$ cat src/rtl/multicycle_control_pkg.sv
// Shared definitions for the multicycle MIPS control path: instruction
// field encodings, ALU control codes, ALU operation selects and the
// controller state encoding.
package mips_defs;

    // Primary opcodes (IR[31:26])
    localparam logic [5:0] OP_RTYPE = 6'b000000;
    localparam logic [5:0] OP_LW    = 6'b100011;
    localparam logic [5:0] OP_SW    = 6'b101011;
    localparam logic [5:0] OP_BEQ   = 6'b000100;
    localparam logic [5:0] OP_ADDI  = 6'b001000;
    localparam logic [5:0] OP_J     = 6'b000010;

    // R-type function codes (IR[5:0])
    localparam logic [5:0] FN_ADD = 6'b100000;
    localparam logic [5:0] FN_SUB = 6'b100010;
    localparam logic [5:0] FN_AND = 6'b100100;
    localparam logic [5:0] FN_OR  = 6'b100101;
    localparam logic [5:0] FN_NOR = 6'b100111;
    localparam logic [5:0] FN_SLT = 6'b101010;

    // ALU control codes
    localparam logic [3:0] ALU_AND = 4'b0000;
    localparam logic [3:0] ALU_OR  = 4'b0001;
    localparam logic [3:0] ALU_ADD = 4'b0010;
    localparam logic [3:0] ALU_SUB = 4'b0110;
    localparam logic [3:0] ALU_SLT = 4'b0111;
    localparam logic [3:0] ALU_NOR = 4'b1100;

    // Operation request from the FSM to the ALU decoder
    typedef enum logic [1:0] {
        ALUOP_ADD   = 2'b00,
        ALUOP_SUB   = 2'b01,
        ALUOP_FUNCT = 2'b10
    } aluop_t;

    // Controller states (visible on the debug port)
    typedef enum logic [3:0] {
        S_FETCH  = 4'd0,
        S_DECODE = 4'd1,
        S_MEMADR = 4'd2,
        S_MEMRD  = 4'd3,
        S_MEMWB  = 4'd4,
        S_MEMWR  = 4'd5,
        S_EXEC   = 4'd6,
        S_ALUWB  = 4'd7,
        S_BRANCH = 4'd8,
        S_ADDIEX = 4'd9,
        S_ADDIWB = 4'd10,
        S_JUMP   = 4'd11
    } state_t;

    // True for every opcode this controller knows how to sequence
    function automatic logic opcode_supported(input logic [5:0] op);
        return (op == OP_RTYPE) || (op == OP_LW) || (op == OP_SW) ||
               (op == OP_BEQ)   || (op == OP_ADDI) || (op == OP_J);
    endfunction

endpackage

$ cat src/rtl/multicycle_control_alu_decoder.sv
// ALU decoder: turns the FSM's operation request plus the R-type funct
// field into a 4-bit ALU control code, and flags supported funct values.
import mips_defs::*;

module alu_decoder (
    input  logic [5:0] funct,
    input  aluop_t     aluop,
    output logic [3:0] alu_control,
    output logic       funct_valid
);

    logic [3:0] funct_code;

    // Map the funct field to an ALU code; unsupported values fall back to ADD
    always_comb begin
        // NOTE: every output of a combinational block gets a default first,
        // so no path through the case leaves it unassigned (no latch).
        funct_code  = ALU_ADD;
        funct_valid = 1'b1;
        case (funct)
            FN_ADD:  funct_code = ALU_ADD;
            FN_SUB:  funct_code = ALU_SUB;
            FN_AND:  funct_code = ALU_AND;
            FN_OR:   funct_code = ALU_OR;
            FN_NOR:  funct_code = ALU_NOR;
            FN_SLT:  funct_code = ALU_SLT;
            default: funct_valid = 1'b0;
        endcase
    end

    // Select the fixed operation or the funct-derived one
    always_comb begin
        alu_control = ALU_ADD;
        case (aluop)
            ALUOP_ADD:   alu_control = ALU_ADD;
            ALUOP_SUB:   alu_control = ALU_SUB;
            ALUOP_FUNCT: alu_control = funct_code;
            default:     alu_control = ALU_ADD;
        endcase
    end

endmodule

$ cat src/rtl/multicycle_control.sv
// Control FSM for the multicycle MIPS datapath. Sequences each
// instruction through fetch/decode/execute/memory/writeback, drives the
// datapath selects and enables, and counts retired instructions.
import mips_defs::*;

module multicycle_control #(
    parameter int CNT_W = 32
) (
    input  logic             clk,
    input  logic             rst,
    input  logic [5:0]       opcode,
    input  logic [5:0]       funct,
    input  logic             zero,
    output logic             IorD,
    output logic             MemRead,
    output logic             MemWrite,
    output logic             IRWrite,
    output logic             RegDst,
    output logic             MemtoReg,
    output logic             RegWrite,
    output logic             ALUSrcA,
    output logic [1:0]       ALUSrcB,
    output logic [3:0]       ALUControl,
    output logic [1:0]       PCSrc,
    output logic             PCEn,
    output logic             illegal,
    output logic [3:0]       state,
    output logic [CNT_W-1:0] instr_count
);

    state_t     state_q, state_d;
    logic       mem_is_lw;
    logic       funct_valid;
    logic       decode_illegal;
    logic       retire;
    aluop_t     aluop;

    // Unqualified per-state controls; enables are gated by reset below
    logic       mem_read_s, mem_write_s, ir_write_s, reg_write_s;
    logic       pc_write_s, branch_s;

    alu_decoder u_alu_decoder (
        .funct       (funct),
        .aluop       (aluop),
        .alu_control (ALUControl),
        .funct_valid (funct_valid)
    );

    // Unsupported opcode, or R-type with an unsupported funct, seen in DECODE
    assign decode_illegal = (state_q == S_DECODE) &&
                            (!opcode_supported(opcode) ||
                             ((opcode == OP_RTYPE) && !funct_valid));

    // States whose exit completes an instruction
    assign retire = (state_q == S_MEMWB)  || (state_q == S_MEMWR) ||
                    (state_q == S_ALUWB)  || (state_q == S_BRANCH) ||
                    (state_q == S_ADDIWB) || (state_q == S_JUMP);

    // State register
    always_ff @(posedge clk) begin
        // NOTE: sequential state is updated with non-blocking assignments so
        // every register samples pre-edge values regardless of block order.
        if (rst) state_q <= S_FETCH;
        else     state_q <= state_d;
    end

    // Remember lw vs sw at DECODE, since opcode is not looked at in MEMADR
    always_ff @(posedge clk) begin
        // NOTE: no reset here; the flag is only read in MEMADR, which is
        // always entered from DECODE where the flag is written.
        if (state_q == S_DECODE) mem_is_lw <= (opcode == OP_LW);
    end

    // Retired-instruction counter; reset aborts and clears it
    always_ff @(posedge clk) begin
        if (rst)         instr_count <= '0;
        else if (retire) instr_count <= instr_count + CNT_W'(1);
    end

    // Next-state logic
    always_comb begin
        state_d = state_q;
        case (state_q)
            S_FETCH:  state_d = S_DECODE;
            S_DECODE: begin
                if (decode_illegal) begin
                    state_d = S_FETCH;
                end else begin
                    case (opcode)
                        OP_LW, OP_SW: state_d = S_MEMADR;
                        OP_RTYPE:     state_d = S_EXEC;
                        OP_BEQ:       state_d = S_BRANCH;
                        OP_ADDI:      state_d = S_ADDIEX;
                        OP_J:         state_d = S_JUMP;
                        default:      state_d = S_FETCH;
                    endcase
                end
            end
            S_MEMADR: state_d = mem_is_lw ? S_MEMRD : S_MEMWR;
            S_MEMRD:  state_d = S_MEMWB;
            S_MEMWB:  state_d = S_FETCH;
            S_MEMWR:  state_d = S_FETCH;
            S_EXEC:   state_d = S_ALUWB;
            S_ALUWB:  state_d = S_FETCH;
            S_BRANCH: state_d = S_FETCH;
            S_ADDIEX: state_d = S_ADDIWB;
            S_ADDIWB: state_d = S_FETCH;
            S_JUMP:   state_d = S_FETCH;
            default:  state_d = S_FETCH;
        endcase
    end

    // Moore output decode (ALU op in EXEC and PCEn in BRANCH add inputs)
    always_comb begin
        IorD        = 1'b0;
        RegDst      = 1'b0;
        MemtoReg    = 1'b0;
        ALUSrcA     = 1'b0;
        ALUSrcB     = 2'b00;
        PCSrc       = 2'b00;
        aluop       = ALUOP_ADD;
        mem_read_s  = 1'b0;
        mem_write_s = 1'b0;
        ir_write_s  = 1'b0;
        reg_write_s = 1'b0;
        pc_write_s  = 1'b0;
        branch_s    = 1'b0;
        case (state_q)
            S_FETCH: begin
                mem_read_s = 1'b1;
                ir_write_s = 1'b1;
                ALUSrcB    = 2'b01;
                pc_write_s = 1'b1;
            end
            S_DECODE: begin
                ALUSrcB = 2'b11;
            end
            S_MEMADR: begin
                ALUSrcA = 1'b1;
                ALUSrcB = 2'b10;
            end
            S_MEMRD: begin
                IorD       = 1'b1;
                mem_read_s = 1'b1;
            end
            S_MEMWB: begin
                MemtoReg    = 1'b1;
                reg_write_s = 1'b1;
            end
            S_MEMWR: begin
                IorD        = 1'b1;
                mem_write_s = 1'b1;
            end
            S_EXEC: begin
                ALUSrcA = 1'b1;
                aluop   = ALUOP_FUNCT;
            end
            S_ALUWB: begin
                RegDst      = 1'b1;
                reg_write_s = 1'b1;
            end
            S_BRANCH: begin
                ALUSrcA  = 1'b1;
                aluop    = ALUOP_SUB;
                PCSrc    = 2'b01;
                branch_s = 1'b1;
            end
            S_ADDIEX: begin
                ALUSrcA = 1'b1;
                ALUSrcB = 2'b10;
            end
            S_ADDIWB: begin
                reg_write_s = 1'b1;
            end
            S_JUMP: begin
                PCSrc      = 2'b10;
                pc_write_s = 1'b1;
            end
            default: ;
        endcase
    end

    // Enables and the illegal pulse are held low while reset is asserted
    assign MemRead  = mem_read_s  & ~rst;
    assign MemWrite = mem_write_s & ~rst;
    assign IRWrite  = ir_write_s  & ~rst;
    assign RegWrite = reg_write_s & ~rst;
    assign PCEn     = (pc_write_s | (branch_s & zero)) & ~rst;
    assign illegal  = decode_illegal & ~rst;

    assign state = state_q;

endmodule

$ cat config.mk
export PLATFORM = sky130hd
export DESIGN_NAME = multicycle_control
export DESIGN_NICKNAME = d
export VERILOG_FILES = /design/src/rtl/multicycle_control_pkg.sv /design/src/rtl/multicycle_control_alu_decoder.sv /design/src/rtl/multicycle_control.sv
export SDC_FILE = /design/constraint.sdc
export NUM_CORES = 1
export LEC_CHECK = 0
export CORE_MARGIN = 2
export CORE_UTILIZATION = 30
export CTS_CLUSTER_SIZE = 16
export DETAILED_ROUTE_END_ITERATION = 6
export PLACE_DENSITY = 0.66
export SKIP_LAST_GASP = 1
export SLEW_MARGIN = 20
export SYNTH_ARGS = -nofsm -noshare
export SYNTH_HDL_FRONTEND = slang
export SYNTH_SLANG_ARGS = --single-unit
$ cat constraint.sdc
create_clock -name clk -period 2.6 [get_ports clk]
set_input_delay 0.26 -clock clk [delete_from_list [all_inputs] [get_ports clk]]
set_output_delay 0.26 -clock clk [all_outputs]
set_load 0.02 [all_outputs]
== After elaboration in Yosys (flattened, before gate mapping) ==
Cells that the tools add are included.
Storage, ports and cells
  bits in registers: 37
  latch bits: 0
  bits in writable memories: 0
  ROM bits: 0
  input bits: 15
  logic and storage cells: 82
  memories kept: 0
Operators by class
  $add $sub $neg: 1
  multipliers: 0
  div/mod/pow operators: 0
  $lt $le $gt $ge: 0
  eq/ne operators: 24
  shifts and indexed selects: 0
  mux-type cells: 20
  bitwise gates (word level): 9
  reductions and logical operators: 25
Operator list (number)
  $eq A6 B6 Y1 const B: 8
  $pmux W4 S5: 2
  $add A32 B1 Y32 const B: 1
  $pmux W4 S6: 1
  $eq A4 B3 Y1 const B: 4
  $eq A4 B4 Y1 const B: 4
  $logic_or A1 B1 Y1: 11
  $mux W1: 11
  $reduce_or A2 Y1: 5
  $eq A4 B2 Y1 const B: 2
  $pmux W2 S2: 2
  $pmux W4 S2: 1
  $and A1 B1 Y1: 7
  $eq A6 B2 Y1 const B: 1
  $eq A6 B3 Y1 const B: 1
  $eq A6 B4 Y1 const B: 1
  $logic_not A6 Y1: 1
  $pmux W2 S3: 1
  $reduce_or A6 Y1: 1
  $eq A4 B1 Y1 const B: 1
  $logic_not A4 Y1: 1
  $mux W4: 1
  $reduce_or A4 Y1: 1
  $mux W3: 1
  7 further kinds: 9

== Logic depth before layout (Yosys ltp) ==
Gate-level depths: netlist of run 1.
  depth after elaboration: 11
  depth in mapped cells: 8
  depth with buffers taken out: 6

== Cells and area by module ==
Synthesis of run 1 repeated with hierarchy kept, for this count alone.
Second synthesis, totals
  cell total of the unflattened synthesis: 276
  area, all modules: 2218.4 sq um
By module, submodules not included
  multicycle_control: times used 1, cells each 255, area each 2072.0 sq um
  alu_decoder: times used 1, cells each 21, area each 146.4 sq um

== Worst setup path before layout of run 1 ==
OpenSTA, ideal clock, no wires.
  path type: reg-to-output
  from: register state_q[2], in the netlist state[2]
  to: output port ALUControl[0]
  data arrival time: 1.984 ns
  data required time: 2.340 ns
  setup slack: 0.356 ns
  stages on the path, launching flop included: 6
  path buffers: 1
  cells stage by stage: dfxtp_1 > clkbuf_1 > nand2b_1 > or3_1 > ha_1 > nor3_1
On the way
  cells in the longest elaborated chain, start to end: 4
  elaborated cells on any way between the ends: 6
  classes of those cells: eq/ne: 4; mux: 2
Ends and longest elaborated chain
  start, declared: line multicycle_control.sv:31  | state_t state_q, state_d;
  start signal, assigned: line multicycle_control.sv:64  | else state_q <= state_d;
  $eq A4 B4 Y1 / $eq A4 B3 Y1 (equally long branches): line multicycle_control.sv:128  | case (state_q)
  $pmux W2 S2 *: line multicycle_control.sv:128
  $eq A2 B2 Y1 / $eq A2 B1 Y1 (equally long branches): line multicycle_control_alu_decoder.sv:34  | case (aluop)
  $pmux W4 S2 *: line multicycle_control_alu_decoder.sv:34
  end, declared: line multicycle_control.sv:23  | output logic [3:0] ALUControl,
Every way passes the cells marked *; elsewhere a longest branch is shown, timed or not.

== Final worst setup path of run 1 ==
  from: input port funct[0]
  to: output port illegal
On the way
  cells in the longest elaborated chain, start to end: 8
  elaborated cells on any way between the ends: 13
  classes of those cells: eq/ne: 6; mux: 1; bitwise: 1; reduce/logical: 5
Ends and longest elaborated chain
  start, declared: line multicycle_control.sv:12  | input logic [5:0] funct,
  $eq A6 B6 Y1: line multicycle_control_alu_decoder.sv:20  | case (funct)
  $reduce_or A6 Y1 (no source line) *
  $mux W1 *: line multicycle_control_alu_decoder.sv:20
  $logic_not A1 Y1 *: line multicycle_control.sv:52  | ((opcode == OP_RTYPE) && !funct_valid));
  $logic_and A1 B1 Y1 *: line multicycle_control.sv:52
  $logic_or A1 B1 Y1 *: line multicycle_control.sv:51  | (!opcode_supported(opcode) ||
  $logic_and A1 B1 Y1 *: line multicycle_control.sv:50  | assign decode_illegal = (state_q == S_DECODE) &&
  $and A1 B1 Y1 *: line multicycle_control.sv:189  | assign illegal = decode_illegal & ~rst;
  end, declared: line multicycle_control.sv:26  | output logic illegal,
Marked as above.

==> metrics, run 1 <==
status finished, final reports clean; ordered list of cells on the worst path clkdlybuf4s50_1, nand2b_1, o211a_1, a221oi_1, nor3_1, nor2_1, clkdlybuf4s50_1; CP delay by family, top buffers and inverters; CTS Buf Count 5; most frequent CP cell clkdlybuf4s50_1; Clock Latency Late Sink 0.30 ns; Pleak 1.037 nW; DRT iter0 DRCs 74; synthesized area 0.002175 sq mm; slew at the pin closest to its max-slew limit 0.6393 ns; CTS tree built; DRT Pass-1 Iters 4; Tmin final 2.480 ns; Worst setup EP type primary output; Setup CP Type input pin to primary output; clock skew 0.006725 ns; Final WS setup 0.1199 ns; initial antenna violation count 0; vias in the first global route 2055; crit path DAT 2.22 ns; Buf+Inv Stages, Crit Path 2; FILL cells 752; Crit Path Max Fanout 5; top post-synthesis cells by area dfxtp_1, nor2_1, xnor2_1; Max Root-Sink Buffers 2; syn_nets 305; Slew HR 57.38%; Yosys reg bits 37; YS warnings 0; final net count 376; maximum clock rate 403.2 MHz; final WL 5705 microns; dpl ws 0.1298 ns; postcts setup bufs 0; Cells after Synth 287; row count 31; HP Class flop to flop; max-slew violation count 0; Power Density 385.4 mW/mm^2; ANT nets after route 0; ys flop type dfxtp_1; Mean Syn Cell Area 7.577 sq um; Final Cycle Share 95.39%; multi-input logic area 0.001321 sq mm; RePlAce Congestion 0.7782; Async SR Flop Fraction 0%; initial core utilization 30.47%; Post-synth EDFFs 1; Worst VDD drop 0.0002282 V; Die ar. 0.007946 sq mm; busiest grt layer met2; grt met1 use 19.56%; WL/cell 12.46 microns; core area 0.007137 sq mm; area leader, netlist dfxtp_1; total grt overflow 0; Die Wd 89.14 microns; share of layout cells above drive strength 1 7.521%; global-route wire length before repair 9349 microns; sequential area share after synthesis 34.52%; total track usage 14.74%; Final TNS setup 0 ns; number of distinct library cells after synthesis 47; Avg Vias per Cell 5.046; I/O Buffers 68; RSZ-0062 raised after global routing false; Hold Violations, Final 0; max_cap viols 0; vias 2311; Crit-path slowest cell clkdlybuf4s50_1; DP HPWL 4176 microns; top-area cell type share of the netlist area 33.14%; root buf cell clkbuf_8; grt met2 use 23.23%; CTS sink cnt 37; I/O pin cnt 69; FF+latch area 754.5 sq um; count of final setup violators 0; Startpoint Class input pin; H-tree levels 2; Post-route DRC 0; met3 Use GR 4.617%; Data required, critical path 2.34 ns; CTS clk-pin slew, worst paths 0.07 ns; P&R area growth vs syn 43.44%; Slowest Stage Delay on Critical Path 0.60 ns; Vert. Die Dim 89.14 microns; n_diodes 0; largest net degree at the start of global routing 41
==> area by class of cell <==
class | count | share of cell area [%]
multi-input combinational | 226 | 42.36
inverter | 7 | 0.8424
clock inverter | 1 | 0.9627
sequential | 37 | 24.19
tap | 99 | 3.971
clock buffer | 7 | 2.768
timing repair buffer | 81 | 24.91
==> per-layer routing <==
layer  routed length (microns)  vias up
met1                      2764     1089
met2                      2620       44
met5                         0        -
met4                        85        0
li1                          -     1169
met3                       234        9
==> stage by stage <==
| step | utilization (%) | power, W | cell area (sq um) | instances | hold WS [ns] |
|---|---|---|---|---|---|
| 2_1_floorplan | - | 0.0006385 | 2175 | 287 | 0.4472 |
| 3_3_place_gp | 42.04 | 0.0006933 | 3000 | 450 | 0.4747 |
| 6_report | 43.71 | 0.001202 | 3119 | 458 | 0.4830 |
| 4_1_cts | 43.67 | 0.001214 | 3117 | 458 | 0.4923 |
| 3_5_place_dp | 42.04 | 0.0006945 | 3000 | 450 | 0.4822 |
| 5_1_grt | 43.71 | 0.001248 | 3119 | 458 | 0.5349 |
==> synthesized netlist by cell type, drive strengths merged (2+ instances only) <==
| library cell | instances |
|---|---|
| dfxtp | 36 |
| nor2 | 33 |
| nand2 | 21 |
| a21oi | 18 |
| nor3 | 18 |
| o21ai | 18 |
| or3 | 15 |
| nand3 | 14 |
| xnor2 | 14 |
| clkbuf | 11 |
| nand4 | 8 |
| inv | 7 |
| nor4 | 7 |
| buf | 6 |
| nand2b | 6 |
| nor2b | 6 |
| xor2 | 6 |
| and3 | 3 |
| ha | 3 |
| nor3b | 3 |
| o22ai | 3 |
| or2 | 3 |
| a2bb2oi | 2 |
| a31oi | 2 |
| and2 | 2 |
| and4 | 2 |
| nor4b | 2 |
| o31ai | 2 |
| or4 | 2 |
==> cells by family after synthesis <==
logic type / count (synthesis) / synth area share (%)
AND/OR/NAND/NOR: 149 / 36.08
AO/OA/AOI/OAI: 53 / 14.38
flip-flops: 37 / 34.52
buffers and inverters: 24 / 4.718
XOR/XNOR: 20 / 8.055
adder cells (fa/ha/maj): 3 / 1.726
multiplexers: 1 / 0.5178
==> state kept, by name, indices dropped and copies added, names as in the netlist <==
name         flops
state            4
mem_is_lw        1
instr_count     32
==> tightest hold or removal path: stages, from the launching register on <==
cell and delay [ns]:
dfxtp_1 0.32, o21ai_0 0.07, a21oi_1 0.06
==> layout by cell type, fill, tap and decap left out, types with 2 or more instances in the layout <==
master and count:
nor2b_1 6, a2bb2oi_1 2, nand3_1 14, nor3b_1 3
a21oi_1 18, nor4b_1 2, o21ai_0 17, xor2_1 6
clkdlybuf4s50_1 64, xnor2_1 14, and3_1 3, nand2_1 21
or3_1 15, buf_4 13, o31ai_1 2, and2_1 2
dfxtp_2 3, a31oi_1 2, nor2_1 33, clkbuf_8 6
dlygate4sd2_1 3, nand4_1 8, or2_2 2, dfxtp_1 33
nor4_1 7, or4_1 2, and4_1 2, nor3_1 18
ha_1 3, nand2b_1 6, o22ai_1 3, inv_1 7
==> timing repair <==
action	4_1_cts	5_1_grt
hold endpoints to repair	0	0
cloned	0	0
endpoints found under the setup margin	4	1
pin swaps	0	0
gates resized for setup	6	1
hold buffers	0	0
==> path summary, 6_finish.rpt <==
kind / from / to / slack, ns / cells after the start
setup / recovery: funct[0] / illegal / 0.12 / 7
setup reg to reg: state[0]$_SDFF_PP0_ / instr_count[23]$_SDFFE_PP0P_ / 0.22 / 5
hold / removal: instr_count[31]$_SDFFE_PP0P_ / instr_count[31]$_SDFFE_PP0P_ / 0.48 / 2
hold reg to reg: instr_count[31]$_SDFFE_PP0P_ / instr_count[31]$_SDFFE_PP0P_ / 0.48 / 2
==> report_power, final <==
| group | leakage (nW) | switching (W) | internal, W | total (W) |
|---|---|---|---|---|
| Clock | 0.0585 | 0.000207 | 0.000313 | 0.000520 |
| Combinational | 0.677 | 0.0000549 | 0.0000526 | 0.000108 |
| Sequential | 0.301 | 0.00000376 | 0.000571 | 0.000575 |
Power figures use the tool's default switching activity.
==> inputs of run 2 (changes only) <==
--- a/config.mk
+++ b/config.mk
@@ -6,10 +6,10 @@
 export NUM_CORES = 1
 export LEC_CHECK = 0
 export CORE_MARGIN = 2
-export CORE_UTILIZATION = 30
+export CORE_UTILIZATION = 46
 export CTS_CLUSTER_SIZE = 16
 export DETAILED_ROUTE_END_ITERATION = 6
-export PLACE_DENSITY = 0.66
+export PLACE_DENSITY = 0.89
 export SKIP_LAST_GASP = 1
 export SLEW_MARGIN = 20
 export SYNTH_ARGS = -nofsm -noshare
==> run 2 against run 1 <==
  * Via count is 0.22% lower
  * Wire length is 6.8% lower
  * Clock power is 28% lower
  * Clock-buffer cell count is 1 higher
  * Utilization is 22 points higher
  * Largest cell class unchanged
  * Highest routed layer unchanged
==> metrics, run 2 (synthesis results as in run 1) <==
Area after DPL 0.002944 sq mm (-1.9%); total grt overflow 0 (unchanged); core area 0.004629 sq mm (-35%); root buf cell clkbuf_8; Finished Cell Area 0.003029 sq mm (-2.9%); CTS sink cnt 37 (unchanged); RSZ-0062 raised after global routing true; Final WS setup 0.1078 ns (-0.01205 ns); Hold Violations, Final 0 (unchanged); FILL cells 383 (-49%); Startpoint Class flop; Setup CP Type flop to primary output; top sig layer met4; # placed instances 405 (-10%); HP Class flop to flop; Clock Latency Late Sink 0.29 ns (about the same); H-tree levels 2 (unchanged); status finished, final reports clean; Post-CTS Hold Buffers 0 (unchanged); Non-Filler Instances 413 (-9.8%); ANT nets after route 0 (unchanged); max_cap viols 0 (unchanged); count of final setup violators 0 (unchanged); Slew HR 63.98% (+6.6 points); DRT Pass-1 Iters 4 (unchanged); final net count 376 (unchanged); postcts setup bufs 0 (unchanged); Vert. Die Dim 72.76 microns (-18%); n_diodes 0 (unchanged); WL met2 2711 microns (+3.5%); Max Root-Sink Buffers 2 (unchanged); vias 2306 (-0.22%); Avg Vias per Cell 5.584 (+11%); global-route wire length before repair 8825 microns (-5.6%); FF+latch area 753.2 sq um (-0.17%); dpl ws 0.1359 ns (+0.006098 ns); slew at the pin closest to its max-slew limit 0.5403 ns (-0.09895 ns); Data required, critical path 2.34 ns (about the same); initial core utilization 46.97% (+17 points); Worst VDD drop 0.0002178 V (-4.5%); most frequent cells in the layout clkdlybuf4s50_1, dfxtp_1, nor2_1; Die ar. 0.005293 sq mm (-33%); met3 wire length 196 microns (-16%); Tmin final 2.492 ns (+0.01205 ns); I/O pin cnt 69 (unchanged); DP HPWL 4034 microns (-3.4%); Crit Path Max Fanout 5 (unchanged); share of layout cells above drive strength 1 6.685% (-0.84 points); total track usage 20.79% (+6.0 points); Die Wd 72.76 microns (-18%); largest net degree at the start of global routing 41 (unchanged); maximum clock rate 401.3 MHz (-0.48%); wl on met1 2331 microns (-16%); max-slew violation count 0 (unchanged); Power Density 349.1 mW/mm^2 (-9.4%); row count 25 (-19%); clock skew 0.003842 ns (-0.002883 ns); final WL 5316 microns (-6.8%); I/O Buffers 68 (unchanged); max reg flops 32 (unchanged); most common cell after layout, fill and taps aside clkdlybuf4s50_1; WL/cell 12.87 microns (+3.3%); Pleak 1.034 nW (-0.26%); RePlAce Congestion 0.8481 (+9.0%); initial antenna violation count 0 (unchanged); most flop-heavy register instr_count; vias in the first global route 2100 (+2.2%); CTS clk-pin slew, worst paths 0.07 ns (about the same); CTS tree built; DRT iter0 DRCs 102 (+38%); CTS Buf Count 5 (unchanged); Worst setup EP type primary output; P&R area growth vs syn 39.30%; Final Cycle Share 95.85% (+0.46 points); crit path DAT 2.23 ns (about the same); Post-route DRC 0 (unchanged); multi-input logic area 0.001321 sq mm (unchanged)
## run 2: layout make-up
type	count	area share, %
repair buffers	81	25.77
flip-flops and latches	37	24.87
clock buffers	8	2.644
well taps	54	2.230
inverters	7	0.8674
multi-input cells	226	43.62
## run 2: path summary, 6_finish.rpt
path / startpoint / end / slack, ns / cells past startpoint
worst max-delay path: state[2]$_SDFF_PP0_ / ALUControl[1] / 0.11 / 5
worst min-delay path: instr_count[31]$_SDFFE_PP0P_ / instr_count[31]$_SDFFE_PP0P_ / 0.48 / 2
worst max register to register: state[2]$_SDFF_PP0_ / instr_count[23]$_SDFFE_PP0P_ / 0.24 / 6
worst min register to register: instr_count[31]$_SDFFE_PP0P_ / instr_count[31]$_SDFFE_PP0P_ / 0.48 / 2
## run 2: timing repair
action / 4_1_cts / 5_1_grt
pin swaps: 0 / 0
resized for setup: 2 / 4
endpoints found under the setup margin: 2 / 3
hold endpoints to repair: 0 / 0
gates cloned: 0 / 0
## run 2: through the flow
step | TNS (ns) | util, % | hold WS (ns) | total power [W]
after floorplan | 0 | - | 0.4472 | 0.0006385
after global placement | 0 | 63.59 | 0.4665 | 0.0006914
after detailed placement | 0 | 63.59 | 0.4794 | 0.0006935
after CTS | 0 | 65.27 | 0.4888 | 0.001063
after global routing | -0.008469 | 65.43 | 0.5209 | 0.001098
final | 0 | 65.43 | 0.4823 | 0.001057
## run 2: critical path, stage by stage (launching register included)
cell and delay [ns]:
dfxtp_1 0.34, nand2b_1 0.16, or3_1 0.34, ha_1 0.34, a211o_1 0.23, clkdlybuf4s50_1 0.54
## run 2: routing by layer
| metal | global-route usage (%) | up-vias |
|---|---|---|
| met5 | 0 | - |
| met4 | 6.584 | 0 |
| met3 | 5.525 | 10 |
| met2 | 36.26 | 52 |
| met1 | 24.81 | 1075 |
| li1 | - | 1169 |
## run 2: where the power goes
group | internal [W] | switching, W | leakage [nW]
combinational | 0.0000525 | 0.0000551 | 0.694
sequential | 0.000571 | 0.00000239 | 0.301
clock | 0.000190 | 0.000186 | 0.0395
total | 0.000814 | 0.000244 | 1.03
